<file path="src/rtl/rf_pkg.sv">
// Shared constants and types for the multi-port register file.
// AW is derived from the default depth; instances with other depths derive their own.
package rf_pkg;

    localparam int unsigned DATA_W = 32;
    localparam int unsigned NREGS  = 32;
    localparam int unsigned AW     = $clog2(NREGS);

    typedef logic [AW-1:0]     regsel_t;
    typedef logic [DATA_W-1:0] word_t;

endpackage

</file>
<file path="src/rtl/rf_scoreboard.sv">
// Per-register busy bits for decode hazard detection.
// A later step overrides an earlier one: write-clear, then flush, then claim.
module rf_scoreboard
    import rf_pkg::*;
#(
    parameter int unsigned NREGS = rf_pkg::NREGS,
    parameter int unsigned AW    = $clog2(NREGS)
) (
    input  logic             clk,
    input  logic             nrst,
    input  logic [NREGS-1:0] wr_vec,
    input  logic             claim_en,
    input  logic [AW-1:0]    claim_sel,
    input  logic             flush,
    output logic [NREGS-1:0] busy
);

    logic [NREGS-1:0] busy_q;
    logic [NREGS-1:0] busy_d;

    always_comb begin
        busy_d = busy_q & ~wr_vec;
        if (flush) begin
            busy_d = '0;
        end
        if (claim_en && (claim_sel != '0)) begin
            busy_d[claim_sel] = 1'b1;
        end
    end

    always_ff @(posedge clk or negedge nrst) begin
        if (!nrst) begin
            busy_q <= '0;
        end else begin
            busy_q <= busy_d;
        end
    end

    assign busy = busy_q;

endmodule

</file>
<file path="src/rtl/register_file_mp.sv">
// Multi-port register file with optional write-to-read bypass, busy scoreboard
// and a registered write-conflict flag. Register 0 reads as zero and ignores writes.
module register_file_mp
    import rf_pkg::*;
#(
    parameter int unsigned DATA_W = rf_pkg::DATA_W,
    parameter int unsigned NREGS  = rf_pkg::NREGS,
    parameter int unsigned NRD    = 2,
    parameter int unsigned NWR    = 2,
    parameter bit          BYPASS = 1'b1,
    parameter int unsigned AW     = $clog2(NREGS)
) (
    input  logic                  clk,
    input  logic                  nrst,
    input  logic [NRD*AW-1:0]     rsel,
    output logic [NRD*DATA_W-1:0] rdat,
    output logic [NRD-1:0]        rbusy,
    input  logic [NWR-1:0]        wen,
    input  logic [NWR*AW-1:0]     wsel,
    input  logic [NWR*DATA_W-1:0] wdat,
    input  logic                  claim_en,
    input  logic [AW-1:0]         claim_sel,
    input  logic                  flush,
    output logic                  conflict_err
);

    logic [DATA_W-1:0] regs_q [NREGS];
    logic [DATA_W-1:0] regs_d [NREGS];
    logic [NWR-1:0]    weff;
    logic [NREGS-1:0]  wr_vec;
    logic [NREGS-1:0]  busy;
    logic              conflict_q;
    logic              conflict_d;

    logic [AW-1:0]     rd_sel;
    logic [DATA_W-1:0] rd_data;
    logic              rd_hit;

    // Ascending port order makes the highest-indexed enabled port win.
    always_comb begin
        regs_d     = regs_q;
        wr_vec     = '0;
        conflict_d = 1'b0;
        weff       = '0;
        for (int unsigned j = 0; j < NWR; j++) begin
            weff[j] = wen[j] && (wsel[j*AW +: AW] != '0);
        end
        for (int unsigned j = 0; j < NWR; j++) begin
            if (weff[j]) begin
                regs_d[wsel[j*AW +: AW]] = wdat[j*DATA_W +: DATA_W];
                wr_vec[wsel[j*AW +: AW]] = 1'b1;
                for (int unsigned k = j + 1; k < NWR; k++) begin
                    if (weff[k] && (wsel[k*AW +: AW] == wsel[j*AW +: AW])) begin
                        conflict_d = 1'b1;
                    end
                end
            end
        end
    end

    always_ff @(posedge clk or negedge nrst) begin
        if (!nrst) begin
            for (int unsigned r = 0; r < NREGS; r++) begin
                regs_q[r] <= '0;
            end
            conflict_q <= 1'b0;
        end else begin
            regs_q     <= regs_d;
            conflict_q <= conflict_d;
        end
    end

    always_comb begin
        rdat    = '0;
        rbusy   = '0;
        rd_sel  = '0;
        rd_data = '0;
        rd_hit  = 1'b0;
        for (int unsigned i = 0; i < NRD; i++) begin
            rd_sel  = rsel[i*AW +: AW];
            rd_data = regs_q[rd_sel];
            rd_hit  = 1'b0;
            if (BYPASS) begin
                for (int unsigned j = 0; j < NWR; j++) begin
                    if (weff[j] && (wsel[j*AW +: AW] == rd_sel)) begin
                        rd_data = wdat[j*DATA_W +: DATA_W];
                        rd_hit  = 1'b1;
                    end
                end
            end
            rdat[i*DATA_W +: DATA_W] = rd_data;
            rbusy[i]                 = busy[rd_sel] & ~rd_hit;
        end
    end

    rf_scoreboard #(
        .NREGS (NREGS),
        .AW    (AW)
    ) u_scoreboard (
        .clk       (clk),
        .nrst      (nrst),
        .wr_vec    (wr_vec),
        .claim_en  (claim_en),
        .claim_sel (claim_sel),
        .flush     (flush),
        .busy      (busy)
    );

    assign conflict_err = conflict_q;

endmodule

</file>
<file path="config.mk">
export PLATFORM = sky130hd
export DESIGN_NAME = register_file_mp
export DESIGN_NICKNAME = d
export VERILOG_FILES = /design/src/rtl/rf_pkg.sv /design/src/rtl/rf_scoreboard.sv /design/src/rtl/register_file_mp.sv
export SDC_FILE = /design/constraint.sdc
export NUM_CORES = 2
export LEC_CHECK = 0
export ABC_CLOCK_PERIOD_IN_PS = 4100
export BUFFER_PORTS_ARGS = -buffer_cell sky130_fd_sc_hd__buf_2
export CORE_UTILIZATION = 50
export DETAILED_ROUTE_END_ITERATION = 10
export PLACE_DENSITY = 0.74
export RECOVER_POWER = 25
export SYNTH_ARGS = -nofsm -noshare
export SYNTH_HDL_FRONTEND = slang
export SYNTH_HIERARCHICAL = 1
export SYNTH_SLANG_ARGS = --single-unit
</file>
<file path="constraint.sdc">
create_clock -name clk -period 4.1 [get_ports clk]
set_clock_uncertainty 0.1 [all_clocks]
set_input_delay 0.41 -clock clk [delete_from_list [all_inputs] [get_ports clk]]
set_output_delay 0.41 -clock clk [all_outputs]
set_load 0.03 [all_outputs]
</file>
# After elaboration in Yosys (flattened, before gate mapping)
# Cells that the tools add are included.
[classes]
n_eq_ne = 5
n_bitwise = 12
reduce_logical = 16
n_mux = 38
n_lt_le_gt_ge = 14
[op_table]
columns = ["op", "n"]
rows = [
  ["bitwise mux 1024 bit", 2],
  ["two-way mux 1024 bit", 2],
  ["two-way mux 32 bit", 14],
  ["binary-select mux 32 bit (select 5 bit)", 2],
  ["demux 32 bit (select 5 bit)", 2],
  ["OR 32 bit", 2],
  ["bitwise AND 32 bit", 1],
  ["NOT 32 bit", 1],
  ["less-than comparator 5 x 6 -> 1 bit, second input constant", 5],
  ["== test 5 bit", 5],
  ["greater-or-equal comparator 6 bit, second input constant", 4],
  ["NOT 5 -> 6 bit", 4],
  ["demux 1 bit (select 5 bit)", 3],
  ["greater-or-equal comparator 5 x 1 -> 1 bit, second input constant", 3],
  ["nonzero test 5 bit", 3],
  ["logical AND 1 bit", 13],
  ["less-than comparator 6 x 1 -> 1 bit, second input constant", 2],
  ["two-way mux 1 bit", 11],
  ["binary-select mux 1 bit (select 5 bit)", 2],
  ["bitwise AND 1 bit", 2],
  ["NOT 1 bit", 2],
]
[word_totals]
ff_bits = 1057
input_bits = 95

# Longest topological paths before layout
[depth]
depth_word = 12
ltp_mapped = 10

# By module
# Netlist, hierarchy kept.
[modules_own_cells]
columns = ["mod", "instances", "area_each_um2", "cells_per_inst"]
rows = [
  ["register_file_mp", 1, 65855.7, 6417],
  ["rf_scoreboard", 1, 1301.2, 111],
]

# Worst setup path after synthesis
# OpenSTA, ideal clock, no wires.
[synth_path]
kind = "input port to output port"
start = "input port rsel[7]"
end = "output port rdat[61]"
required_time_ps = 3590
path_buffers = 3
arrival_ps = 2461
path_stages = 7
setup_slack_ps = 1129
path_cell_list = "buf_2 buf_2 buf_2 nand2_1 a21oi_1 a311oi_1 a221oi_1"
[synth_via]
elab_chain_cells = 6
word_cells_on_any_way = 10
cone_classes = "eq/ne (2); mux (5); bitwise (1); reduce/logical (2)"
[synth_rtl]
columns = ["element", "line_no", "rtl"]
rows = [
  ["start, declared", "register_file_mp.sv:15", "input logic [NRD*AW-1:0] rsel,"],
  ["NOT 5 -> 6 bit (implied by the code)", "register_file_mp.sv:81", "rd_data = regs_q[rd_sel];"],
  ["binary-select mux 32 bit (select 5 bit)", "register_file_mp.sv:81", ""],
  ["two-way mux 32 bit (implied by the code) (2 in a row)", "register_file_mp.sv:81", ""],
  ["two-way mux 32 bit", "register_file_mp.sv:85", "if (weff[j] && (wsel[j*AW +: AW] == rd_sel)) begin"],
  ["two-way mux 32 bit *", "register_file_mp.sv:85", ""],
  ["end, declared", "register_file_mp.sv:16", "output logic [NRD*DATA_W-1:0] rdat,"],
]
# Mark *: on every way between the ends. The rest lies on a longest branch, timed or not. The select of a mux whose other input is x is not followed.

# Worst setup path after layout
[layout_path]
start = "input port rsel[9]"
end = "output port rdat[46]"
# Same word-level chain as after synthesis.

==> flow_summary.yaml <==
power:
  p_seq_share_pct: 43.2
  leakagePower_nw: 32.0
  power_switching_mw: 11.6
  power.density_nw_per_um2: 482
  sw_frac_of_total_pct: 32.7
  p_int_mw: 23.8
  comb_power_share_pct: 26.0
  vdd_drop_max_mv: 0.387
  pwr-share-clk_pct: 30.9
clocking:
  root_buffer: "clkbuf_16"
  cts_buffers: 114
  cts.htree.levels: 3
  post_cts_resized: 0
  clock_latency_ns: 0.77
  cts_sinks: 1057
  clk_pin_slew_ns: 0.06
  cts.path.max_buffers: 3
  cts_tree: "done"
placed_design:
  port_buffers: 161
  place_congestion: 0.961
  place_hpwl_mm: 158
  dpl_cell_area_um2: 69300
routing:
  ant_nets: 0
  drt_iter0_markers: 10397
  post_drt_wl_per_cell_um: 32.9
  wl_met1_mm: 93.6
  via_count: 57924
  dr.pass1.iters: 9
  route.met3.wl_mm: 42.6
  totalWireLength_mm: 266
  viasPerCell: 7.16
  drcViolationCount: 0
  wl_met2_mm: 109
  highest_layer: "met5"
setup_path:
  reg2reg_slack_ns: 3.12
  r2r_end: "u_scoreboard/busy[23]"
  worstSetupEndpointType: "output pin"
  cp-start-kind: "primary input"
  r2r-start: "u_scoreboard/busy[23]"
  path_class: "in -> out"
  ff2ff_path_depth: 2
  crit_required_ns: 3.59
  critPathLaunch: "rsel[9]"
  crit_fanout: 13
  cp.arrival_ns: 3.58
  endpoint: "rdat[46]"
synth:
  synth-edff-count: 0
  syn-cell-area_um2: 67200
  postSynthCellCount: 6528
  ys_types: 61
  ys_seq_elements: 1057
  synth_nets: 6623
  synth-seq-area-share_pct: 39.4
  synth-main-ff-cell: "dfrtp_1"
  async_flop_share_pct: 100
  avgSynthCellArea_um2: 10.3
  yosysWarnings: 6
status:
  status: "complete, but fails checks"
  failed_checks: "max-capacitance violations, max-slew violations"
layout:
  layout_common_cells: "mux2i_1, dfrtp_1, nand2_1"
  final_common_cell: "mux2i_1"
  layout.nets: 6295
  fin_area_um2: 73200
  final_util_pct: 54.9
  drive_gt1_share_pct: 17.9
  area.growth.synth_to_final_pct: 9.01
die:
  ioPinCount: 162
  row_count: 134
  die_w_um: 368
  coreArea_um2: 133000
  die_h_um: 368
  fp.dieArea_um2: 136000
  start_util_pct: 50.4
grt:
  grt_max_degree: 116
  globalRouteTotalUtil_pct: 38.4
  antenna_found_initial: 32
  grt_pass1_vias: 55233
  grt_pass1_wl_mm: 383
  overflow: 0
timing:
  finalSetupTns_ns: 0
  setup_viol: 0
  slew-limit-headroom_pct: -68.1
  max_freq_mhz: 245
  tightest_slew_ns: 2.52
  period_share_pct: 99.7
  rsz0062_at_grt: "no"
  hold_viol_final: 0
  period_needed_ns: 4.09
  maxSlewViolCount: 76
flow_run:
  cap_viol_max_count: 1
worst_hold_path:
  hp-start: "claim_sel[3]"
  min_path_type: "in -> reg"
  whs_path_depth: 3
[layer usage]
metal / vias to the layer above / GRT usage (%)
met3: 1316 / 16.1
met2: 5355 / 53.0
met5: - / 0.677
met4: 30 / 24.8
li1: 23074 / -
met1: 28149 / 49.1
[state kept, by name, summed over array words and instances, names as in the netlist]
signal             count
conflict_err           1
regs_q              1024
u_scoreboard/busy     32
[power by group through the flow]
stage	registers [mW]	clock network, mW	logic, mW
detailed placement	15.2	0	8.90
global placement	15.0	0	8.61
CTS	15.1	10.8	8.92
global route	15.5	11.3	9.70
floorplan	14.5	0	6.71
finish	15.2	10.9	9.17
[area by class of cell]
cell class	count	area [µm²]
inverters	62	233
repair buffers	398	3130
clock inverters	47	552
flip-flops and latches	1057	26500
well taps	1768	2210
diodes	22	55.1
multi-input cells	4567	37300
fillers	11137	60100
clock buffers	164	3300
[cell families after synthesis]
kind of cell | Yosys count | share of synthesized area (%)
AOI/OAI and AO/OA | 1399 | 12.2
xor gates and xnor gates | 25 | 0.326
buffers and inverters | 904 | 5.89
DFF | 1057 | 39.4
muxes | 1692 | 33.1
other | 1 | 0.00558
and+or+nand+nor | 1450 | 9.10
[critical path: stages]
cell	delay, ns
buf_2	0.68
xnor2_1	0.20
nand2_1	0.13
or4_2	0.69
buf_4	0.27
nor2_1	0.47
a221oi_1	0.31
buf_4	0.22
buf_2	0.17
[what timing repair did]
item | in CTS | in global routing
setup buffers | 0 | 0
setup endpoints to repair | 0 | 0
endpoints found under the hold margin | 74 | 0
hold buffers | 4 | 0
[per-stage QoR]
step	worst slack, ns	instances	hold slack, ns	power (mW)
floorplan	1.13	6528	0.0144	21.2
global placement	0.271	7848	0.278	23.6
detailed placement	0.255	7848	0.283	24.1
CTS	0.204	8063	0.0150	34.8
global route	0.0952	8070	0.0283	36.4
finish	0.0119	8085	0.0273	35.3
[worst min-delay path by stage]
stage | endpoint | slack (ns)
floorplan | conflict_err | 0.01
global placement | regs_q[996] | 0.28
detailed placement | regs_q[995] | 0.28
CTS | u_scoreboard/busy[25] | 0.02
global route | u_scoreboard/busy[28] | 0.03
finish | u_scoreboard/busy[29] | 0.03
[cell usage after synthesis, types with 7 or more instances]
master / number / area share (%)
a22oi_1: 154 / 1.7
buf_1: 74 / 0.41
nor2_1: 535 / 3.0
o21ai_0: 540 / 4.0
nand3_1: 67 / 0.50
inv_1: 62 / 0.35
dfrtp_1: 1057 / 39
a221o_1: 25 / 0.37
mux2i_1: 1226 / 18
nor3_1: 30 / 0.22
o221ai_1: 25 / 0.33
a22o_1: 26 / 0.34
and2_1: 9 / 0.084
a211oi_1: 36 / 0.40
a21oi_1: 490 / 3.7
nor4_1: 26 / 0.24
nor2b_1: 21 / 0.20
o21ai_1: 8 / 0.060
mux2_2: 50 / 0.84
buf_4: 69 / 0.77
mux4_2: 416 / 14
nand4_1: 26 / 0.24
xnor2_1: 15 / 0.20
nand2_1: 643 / 3.6
o32ai_1: 31 / 0.40
a221oi_1: 34 / 0.44
o2111ai_1: 21 / 0.27
or3b_1: 7 / 0.091
buf_2: 159 / 1.2
and3_1: 44 / 0.41
clkbuf_1: 524 / 2.9
buf_6: 12 / 0.20
xor2_1: 10 / 0.13
Note: power is estimated with default switching activity, not from simulation.
